$ cat src/rtl/mem_port_arbiter.sv
// mem_port_arbiter: shares one single-port, fixed-latency synchronous RAM
// between the instruction-fetch port and the load/store data port.
// Each access runs IDLE -> ACCESS -> WAIT -> RESP. A misaligned or
// reserved-size data request goes IDLE -> RESP and never touches memory.
// Byte enables and write-data lane replication are produced on the way out.
// Load data is lane-selected and extended on the way back.
// Optional macro ARB_RR_EN: when it is defined, round-robin arbitration is
// used when both ports request together. When it is not defined, the data
// port always wins.
module mem_port_arbiter #(
  parameter int ADDR_W  = 32,
  parameter int MEM_LAT = 2
) (
  input  logic              clk,
  input  logic              rst,
  // fetch port
  input  logic              if_req,
  input  logic [ADDR_W-1:0] if_addr,
  output logic              if_gnt,
  output logic              if_rvalid,
  output logic [31:0]       if_rdata,
  // load/store port
  input  logic              d_req,
  input  logic              d_we,
  input  logic [1:0]        d_size,
  input  logic              d_sext,
  input  logic [ADDR_W-1:0] d_addr,
  input  logic [31:0]       d_wdata,
  output logic              d_gnt,
  output logic              d_rvalid,
  output logic [31:0]       d_rdata,
  output logic              d_err,
  // memory side
  output logic              mem_en,
  output logic              mem_we,
  output logic [3:0]        mem_be,
  output logic [ADDR_W-1:0] mem_addr,
  output logic [31:0]       mem_wdata,
  input  logic [31:0]       mem_rdata,
  output logic              busy
);

  typedef enum logic [1:0] {
    ST_IDLE   = 2'd0,
    ST_ACCESS = 2'd1,
    ST_WAIT   = 2'd2,
    ST_RESP   = 2'd3
  } state_t;

  localparam logic [1:0] SZ_BYTE = 2'b00;
  localparam logic [1:0] SZ_HALF = 2'b01;
  localparam logic [1:0] SZ_WORD = 2'b10;

  // The wait counter starts at MEM_LAT-1. It counts down to zero in WAIT.
  localparam logic [1:0] CNT_INIT = 2'(MEM_LAT - 1);

  state_t            state_q, state_d;
  logic [1:0]        cnt_q, cnt_d;
  logic              owner_q, owner_d;     // 1 = data port, 0 = fetch port
  logic [ADDR_W-1:0] addr_q, addr_d;
  logic              we_q, we_d;
  logic [1:0]        size_q, size_d;
  logic              sext_q, sext_d;
  logic              err_q, err_d;
  logic [31:0]       wdata_q, wdata_d;

  logic              prefer_data;
  logic              win_data;
  logic              win_fetch;
  logic              is_idle;
  logic              d_misalign;
  logic [3:0]        be_w;
  logic [31:0]       wdata_w;
  logic [31:0]       lane_shift;
  logic [31:0]       load_w;

`ifdef ARB_RR_EN
  // rr_q = 1 means the data port wins the next tie.
  logic rr_q, rr_d;

  // Round-robin pointer: the port just granted loses the next tie.
  always_comb begin
    rr_d = rr_q;
    if (is_idle && (win_data || win_fetch)) begin
      rr_d = ~win_data;
    end
  end

  // Pointer register. It favours the data port out of reset.
  always_ff @(posedge clk or negedge rst) begin
    if (!rst) begin
      rr_q <= 1'b1;
    end else begin
      rr_q <= rr_d;
    end
  end

  assign prefer_data = rr_q;
`else
  assign prefer_data = 1'b1;
`endif

  // Arbitration and request legality. Requests only matter while IDLE.
  always_comb begin
    is_idle    = (state_q == ST_IDLE);
    win_data   = d_req && (!if_req || prefer_data);
    win_fetch  = if_req && !win_data;
    d_misalign = (d_size == 2'b11) ||
                 ((d_size == SZ_HALF) && d_addr[0]) ||
                 ((d_size == SZ_WORD) && (d_addr[1:0] != 2'b00));
  end

  // Next state, and capture of the granted request's attributes.
  always_comb begin
    state_d = state_q;
    cnt_d   = cnt_q;
    owner_d = owner_q;
    addr_d  = addr_q;
    we_d    = we_q;
    size_d  = size_q;
    sext_d  = sext_q;
    err_d   = err_q;
    wdata_d = wdata_q;
    unique case (state_q)
      ST_IDLE: begin
        if (win_data) begin
          owner_d = 1'b1;
          addr_d  = d_addr;
          we_d    = d_we;
          size_d  = d_size;
          sext_d  = d_sext;
          wdata_d = d_wdata;
          err_d   = d_misalign;
          // An illegal access answers without a memory cycle.
          state_d = d_misalign ? ST_RESP : ST_ACCESS;
        end else if (win_fetch) begin
          // A fetch is always a plain aligned word read. Low address bits
          // are dropped on the memory address.
          owner_d = 1'b0;
          addr_d  = if_addr;
          we_d    = 1'b0;
          size_d  = SZ_WORD;
          sext_d  = 1'b0;
          wdata_d = 32'd0;
          err_d   = 1'b0;
          state_d = ST_ACCESS;
        end
      end
      ST_ACCESS: begin
        cnt_d   = CNT_INIT;
        state_d = (MEM_LAT <= 1) ? ST_RESP : ST_WAIT;
      end
      ST_WAIT: begin
        if (cnt_q == 2'd0) begin
          state_d = ST_RESP;
        end else begin
          cnt_d = cnt_q - 2'd1;
        end
      end
      ST_RESP: begin
        state_d = ST_IDLE;
      end
      default: begin
        state_d = ST_IDLE;
      end
    endcase
  end

  // State and transaction registers. Reset aborts any access in flight.
  always_ff @(posedge clk or negedge rst) begin
    if (!rst) begin
      state_q <= ST_IDLE;
      cnt_q   <= 2'd0;
      owner_q <= 1'b0;
      addr_q  <= '0;
      we_q    <= 1'b0;
      size_q  <= 2'b00;
      sext_q  <= 1'b0;
      err_q   <= 1'b0;
      wdata_q <= 32'd0;
    end else begin
      state_q <= state_d;
      cnt_q   <= cnt_d;
      owner_q <= owner_d;
      addr_q  <= addr_d;
      we_q    <= we_d;
      size_q  <= size_d;
      sext_q  <= sext_d;
      err_q   <= err_d;
      wdata_q <= wdata_d;
    end
  end

  // Byte enables, write-lane replication and load alignment.
  always_comb begin
    be_w       = 4'b1111;
    wdata_w    = wdata_q;
    lane_shift = mem_rdata >> {addr_q[1:0], 3'b000};
    load_w     = mem_rdata;
    unique case (size_q)
      SZ_BYTE: begin
        be_w    = 4'b0001 << addr_q[1:0];
        wdata_w = {4{wdata_q[7:0]}};
        load_w  = {{24{sext_q & lane_shift[7]}}, lane_shift[7:0]};
      end
      SZ_HALF: begin
        be_w    = 4'b0011 << {addr_q[1], 1'b0};
        wdata_w = {2{wdata_q[15:0]}};
        load_w  = {{16{sext_q & lane_shift[15]}}, lane_shift[15:0]};
      end
      default: begin
        be_w    = 4'b1111;
        wdata_w = wdata_q;
        load_w  = mem_rdata;
      end
    endcase
  end

  // Output decode. Grants are also gated by reset, because the FSM sits in
  // IDLE while reset is low.
  always_comb begin
    if_gnt    = 1'b0;
    d_gnt     = 1'b0;
    if_rvalid = 1'b0;
    if_rdata  = 32'd0;
    d_rvalid  = 1'b0;
    d_rdata   = 32'd0;
    d_err     = 1'b0;
    mem_en    = 1'b0;
    mem_we    = 1'b0;
    mem_be    = 4'b0000;
    mem_addr  = '0;
    mem_wdata = 32'd0;
    busy      = (state_q != ST_IDLE);
    unique case (state_q)
      ST_IDLE: begin
        if_gnt = rst && win_fetch;
        d_gnt  = rst && win_data;
      end
      ST_ACCESS: begin
        mem_en    = 1'b1;
        mem_we    = we_q;
        mem_be    = be_w;
        mem_addr  = {addr_q[ADDR_W-1:2], 2'b00};
        mem_wdata = wdata_w;
      end
      ST_RESP: begin
        if (owner_q) begin
          d_rvalid = 1'b1;
          d_err    = err_q;
          // Stores and errors return zero. Loads return the aligned lane.
          d_rdata  = (err_q || we_q) ? 32'd0 : load_w;
        end else begin
          if_rvalid = 1'b1;
          if_rdata  = mem_rdata;
        end
      end
      default: begin
      end
    endcase
  end

endmodule

$ cat config.mk
export PLATFORM = sky130hd
export DESIGN_NAME = mem_port_arbiter
export DESIGN_NICKNAME = d
export VERILOG_FILES = /design/src/rtl/mem_port_arbiter.sv
export SDC_FILE = /design/constraint.sdc
export NUM_CORES = 1
export LEC_CHECK = 0
export ABC_AREA = 1
export BUFFER_PORTS_ARGS = -buffer_cell sky130_fd_sc_hd__buf_2
export CAP_MARGIN = 5
export CORE_MARGIN = 3
export CORE_UTILIZATION = 45
export CTS_CLUSTER_DIAMETER = 60
export DETAILED_ROUTE_END_ITERATION = 7
export HOLD_SLACK_MARGIN = 0.15
export PLACE_DENSITY = 0.92
export SLEW_MARGIN = 20
export SYNTH_ARGS = -nofsm -noshare
export SYNTH_HDL_FRONTEND = slang
export SYNTH_SLANG_ARGS = --single-unit
$ cat constraint.sdc
create_clock -name clk -period 1.8 [get_ports clk]
set_input_delay 0.09 -clock clk [delete_from_list [all_inputs] [get_ports clk]]
set_output_delay 0.09 -clock clk [all_outputs]
set_load 0.01 [all_outputs]
==> metrics.txt, run 1 <==
CTS tree=built; drt initial violations=926; port bufs=273; Reg2Reg Launch Point=state_q[0]; fillers=652; CORE AREA=0.0106 mm2; WP buf/inv=4; Pwr Density=1440 mW/mm2; largest net degree at the start of global routing=76; hpwl dp=13100 um; Post-route DRC=0; worst path cell trace=ha_2, nand2_2, inv_2, nand3_4, buf_12, a21oi_1, nand2_2, inv_1, buf_2; H-Tree Level Count=3; gr ovfl total=0; critical path endpoint category=output pin; per-cell routed wire length=18.4 um; Row Count=37; nets=1297; vias in the first global route=6831; Leak=4.80 nW; fmax=0.516 GHz; WL final=23900 um; CTS Root Buffer Type=clkbuf_8; Area contributors post-synth=dfrtp_1 37%, nand2_1 16%, inv_1 9.9%; Psw=6.03 mW; P&R area growth vs syn=68.4%; Final Setup Violations=46; GPL Wtd Cong=0.891; cell family with most CP delay=buffers and inverters; layout cells sized above 1=0.372; worst slew pin tran=0.510 ns; Reg2Reg Depth=7; distinct cell type count after synthesis=34; initial antenna violation count=0; WHS=0.224 ns; Final Cell Area=0.00847 mm2; Reg power frac=0.251; Clock Path Buffers=2; Logic pwr share=0.649; Crit Path Class=reg -> out; CP most frequent cell=nand2_2; drt via density=5.55; Multi-input gate area=0.00269 mm2; Cell Area, Placed=0.00650 mm2; Setup WS pre-CTS=0.131 ns; Initial Util=0.474; cells after synthesis=771; Post-synth EDFFs=0; setup ws final=-0.140 ns; post-route insts no fill=1297; max_cap viols=0; crit path DAT=1.85 ns; Placed Cells=1149; CP max stage delay=0.43 ns; min cycle time layout=1.94 ns; FF-to-FF End=addr_q[3]; Async S/R FF share, synth=1.00; total CTS buffers=9; Clk pwr share=0.100; Die ar.=0.0125 mm2; Sw Ratio=0.496; Pint=6.13 mW; unrepaired setup endpoints after global routing=yes; GRT Total Usage=0.335; Hold Path End=owner_q; setup TNS=-2.58 ns; worst rel slew slack=0.660; Final Cycle Share=1.08; WP data required=1.71 ns; Final Hold Violating Endpoints=0; Final Skew=0.0102 ns; register area share after synthesis=0.368; #FFs+latches synth=74; crit path launch type=flip-flop; top_reg_cell synth=dfrtp_1; HP Start=d_req; VDD IR max=0.783 mV; first-pass GRT wire length=34200 um; CP max FO=8; post-synth top area share=0.368; Initial DRT Pass Iterations=6; Crit-path slowest cell=dfrtp_1; Netlist Area Pre-Place=0.00503 mm2; die height=112 um; chip width=112 um; routed vias=7204; post-route ant nets=0; run status=finished, violations left; # clock sinks=74; Ys Warns=0; worst hold path type=in -> reg; Synth Area per Inst=6.52 um2; reg2reg setup slack=-0.01 ns; failing checks=setup timing; I/O pin count=276; WHS Path Cells=3; clock latency on the worst-skew pair=0.34 ns; diode count=0; Slew Limit Fails=0; Reg area=0.00186 mm2; clock transition at the registers of the reported paths=0.08 ns; area leader, netlist=dfrtp_1
-- through the flow --
step,total power [mW],utilization
2_1_floorplan,6.69,-
3_3_place_gp,8.48,0.613
3_5_place_dp,8.69,0.613
4_1_cts,10.4,0.740
5_1_grt,12.9,0.799
6_report,12.2,0.799
-- worst max-delay path by stage --
| stage | startpoint | endpoint | slack [ns] | cells past startpoint |
|---|---|---|---|---|
| 2_1_floorplan | state_q[1] | mem_wdata[23] | 0.26 | 6 |
| 3_3_place_gp | state_q[0] | addr_q[1] | 0.18 | 7 |
| 3_5_place_dp | state_q[0] | addr_q[22] | 0.13 | 7 |
| 4_1_cts | state_q[1] | d_rdata[7] | -0.09 | 9 |
| 5_1_grt | state_q[1] | d_rdata[29] | -0.23 | 9 |
| 6_report | state_q[1] | d_rdata[29] | -0.14 | 9 |
-- registers in the layout (all words and copies together), names as in the netlist --
signal and cells:
addr_q 32, wdata_q 32, cnt_q 2, size_q 2, state_q 2, err_q 1, owner_q 1, sext_q 1
we_q 1
-- cell usage after synthesis (7+ instances only) --
| library cell | count |
|---|---|
| nor2_1 | 83 |
| nand2_2 | 13 |
| inv_1 | 132 |
| dfrtp_1 | 74 |
| nand2_1 | 209 |
| a21oi_1 | 51 |
| inv_2 | 10 |
| a31oi_1 | 33 |
| buf_2 | 9 |
| buf_4 | 9 |
| clkbuf_1 | 25 |
| o21ai_0 | 73 |
| a221oi_1 | 7 |
| o211ai_1 | 7 |
-- cells in the final DEF (no fill, tap or decap), types with 7 or more instances in the layout --
master / count
dlygate4sd3_1: 101
inv_2: 15
dfrtp_1: 71
clkbuf_8: 10
o211ai_1: 7
o21ai_0: 61
a21oi_2: 28
nor2_1: 82
a31oi_1: 33
buf_12: 9
buf_6: 9
clkbuf_16: 8
o21ai_1: 10
buf_4: 25
nand2_1: 199
nand2_2: 20
buf_2: 266
a21oi_1: 21
inv_1: 126
-- worst reg2reg max path: stages, from the launching register on --
cell,delay [ns]
dfrtp_1,0.43
inv_1,0.12
ha_2,0.22
inv_2,0.09
a21oi_4,0.25
buf_12,0.25
nor2_1,0.10
a31oi_1,0.25
-- per-layer routing --
| layer | wire (um) | share of wire | vias up | track usage |
|---|---|---|---|---|
| li1 | - | - | 3164 | - |
| met1 | 8570 | 0.36 | 3274 | 0.416 |
| met4 | 1200 | 0.050 | 0 | 0.171 |
| met5 | 0 | 0 | - | 0 |
| met2 | 11100 | 0.47 | 637 | 0.524 |
| met3 | 3020 | 0.13 | 129 | 0.105 |
-- cells by family after synthesis --
logic type | synth area share
compound gates | 0.201
simple gates | 0.256
fa+ha+maj | 0.0124
other cells | 0.000746
flops | 0.368
buf+inv | 0.161
-- power by group through the flow --
stage / registers (mW) / clock network, mW / logic, mW
detailed placement: 2.96 / 0 / 5.73
CTS: 2.94 / 1.24 / 6.25
global route: 3.11 / 1.31 / 8.47
global placement: 2.90 / 0 / 5.58
finish: 3.05 / 1.22 / 7.89
floorplan: 2.74 / 0 / 3.95
-- cell type report --
type / instances / share of cell area
repair buffers: 418 / 0.356
multi-input cells: 507 / 0.318
clock inverters: 5 / 0.00443
repair inverters: 1 / 0.000443
clock buffers: 11 / 0.0167
flip-flops and latches: 74 / 0.219
inverters: 145 / 0.0660
well taps: 136 / 0.0201
-- repair_timing --
| item | CTS | global route |
|---|---|---|
| cloned | 2 | 9 |
| hold endpoints to repair | 142 | 0 |
| buffers inserted | 7 | 13 |
| hold buffers | 101 | 0 |
| gates resized for setup | 23 | 82 |
| pin swaps | 2 | 10 |
| endpoints found under the setup margin | 47 | 86 |
Power figures use the tool's default switching activity.
==> inputs of run 2 (changes only) <==
TNS_END_PERCENT = 30   (was unset)
==> run 2 against run 1 <==
The flow still finishes with violations (setup timing). Count of clock-buffer cells in the layout stayed put. Sequential cell count did not move. Clock skew is 0.00062 ns lower. Cell count down 0.93%. Largest power group unchanged.
==> metrics.txt, run 2 (synthesized netlist as in run 1, its figures left out) <==
worst hold path type=in -> reg; Power, Total=11.7 mW (-3.8%); top flop regs=addr_q: 32 flops, wdata_q: 32 flops; Post-route DRC=0 (unchanged); CP max stage delay=0.48 ns (+0.05 ns); GPL Wtd Cong=0.891 (unchanged); Placed Cells=1149 (unchanged); VDD IR max=0.796 mV (+1.7%); worst path cell trace=buf_12, nor2_4, buf_12, nand2_1, nand2_1, o21ai_0, a21oi_1, buf_2; hpwl dp=13100 um (unchanged); H-Tree Level Count=3 (unchanged); critical path endpoint category=output pin; vias in the first global route=6783 (-0.70%); total CTS buffers=9 (unchanged); first-pass GRT wire length=34300 um (+0.22%); CTS tree=built; crit path launch type=flip-flop; setup TNS=-2.85 ns (-0.266 ns); Final Hold Violating Endpoints=0 (unchanged); Reg2Reg Depth=7 (unchanged); fillers=674 (+3.4%); diode count=0 (unchanged); drt via density=5.50 (-0.97%); min cycle time layout=1.93 ns (-0.00944 ns); chip width=112 um (unchanged); nets=1285 (-0.93%); post-route ant nets=0 (unchanged); failing checks=setup timing; # clock sinks=74 (unchanged); CTS Root Buffer Type=clkbuf_8; Row Count=37 (unchanged); WP depth=8 (-1); Slew Limit Fails=0 (unchanged); Crit Path Class=reg -> out; WP data required=1.71 ns (about the same); Final Skew=0.00962 ns (-0.000625 ns); Setup WS pre-CTS=0.131 ns (unchanged); Reg area=0.00186 mm2 (unchanged); cell family with most CP delay=flip-flops; I/O pin count=276 (unchanged); Util after Layout=0.782 (-0.0169); setup ws final=-0.130 ns (+0.00944 ns); layout cells sized above 1=0.356 (-0.0161); run status=finished, violations left; most used cells in the layout excluding fill and tap cells=264 x buf_2, 204 x nand2_1, 125 x inv_1, 101 x dlygate4sd3_1, 82 x nor2_1; P&R area growth vs syn=64.9%; WL final=23000 um (-4.0%); Leak=4.72 nW (-1.6%); port bufs=273 (unchanged); CORE AREA=0.0106 mm2 (unchanged); clock latency on the worst-skew pair=0.34 ns (about the same); drt initial violations=780 (-16%); Initial Util=0.474 (unchanged); Clock Path Buffers=2 (unchanged); GRT Total Usage=0.335 (+0.000344); clock transition at the registers of the reported paths=0.08 ns (about the same); commonest non-fill, non-tap cell in the layout=buf_2; routed vias=7068 (-1.9%); die height=112 um (unchanged); max_cap viols=0 (unchanged); Final Cycle Share=1.07 (-0.00524); WP buf/inv=3 (-1); CP max FO=7 (-1); per-cell routed wire length=17.9 um (-3.1%); Pwr Density=1410 mW/mm2 (-1.8%); Die ar.=0.0125 mm2 (unchanged); Multi-input gate area=0.00265 mm2 (-1.3%); fmax=0.518 GHz (+0.49%); Crit-path slowest cell=dfrtp_2; WHS Path Cells=3 (unchanged); crit path DAT=1.84 ns (about the same); initial antenna violation count=0 (unchanged); Final Setup Violations=38 (-17%); largest net degree at the start of global routing=76 (unchanged); unrepaired setup endpoints after global routing=yes; post-route insts no fill=1285 (-0.93%); Initial DRT Pass Iterations=6 (unchanged); gr ovfl total=0 (unchanged)
-- run 2: routing by layer --
metal  vias up  GRT usage  part of all wire
met1      3232      0.416              0.37
met4         0      0.167             0.046
met3       115      0.106              0.12
met5         -          0                 0
met2       580      0.527              0.47
li1       3141          -                 -
-- run 2: worst min-delay path, stage by stage --
cell and delay (ns):
buf_2 0.16, nand2_1 0.15, o21ai_0 0.10
-- run 2: area by class of cell --
cell class / count / share of cell area
timing repair inverter: 1 / 0.000453
multi-input combinational: 507 / 0.320
sequential: 74 / 0.224
inverter: 145 / 0.0672
clock inverter: 5 / 0.00453
tap: 136 / 0.0205
clock buffer: 11 / 0.0171
timing repair buffer: 406 / 0.346
-- run 2: per-stage QoR --
step / area, um2 / hold WS, ns
finish: 8290 / 0.200
detailed placement: 6500 / 0.233
floorplan: 5030 / -0.206
global placement: 6500 / 0.232
global route: 8290 / 0.186
CTS: 7820 / 0.158
-- run 2: path summary, 6_finish.rpt --
kind	start	to	slack, ns
min	d_req	owner_q	0.20
max reg2reg	state_q[0]	addr_q[3]	0.02
min reg2reg	addr_q[24]	addr_q[24]	0.55
max in group asynchronous	rst	size_q[1]	1.01
max	addr_q[1]	d_rdata[12]	-0.13
min in group asynchronous	rst	addr_q[27]	0.40
-- run 2: repair_timing --
action | 4_1_cts | 5_1_grt
endpoints found under the setup margin | 47 | 117
gates cloned | 2 | 6
setup buffers | 3 | 8
endpoints found under the hold margin | 142 | 0
hold buffers | 101 | 0
pin swaps | 3 | 13
gates resized for setup | 18 | 75
-- run 2: power by group --
part / switching (mW) / internal [mW] / total (mW)
Combinational: 4.58 / 2.86 / 7.44
Sequential: 0.606 / 2.44 / 3.05
Clock: 0.660 / 0.547 / 1.21
Total: 5.85 / 5.85 / 11.7
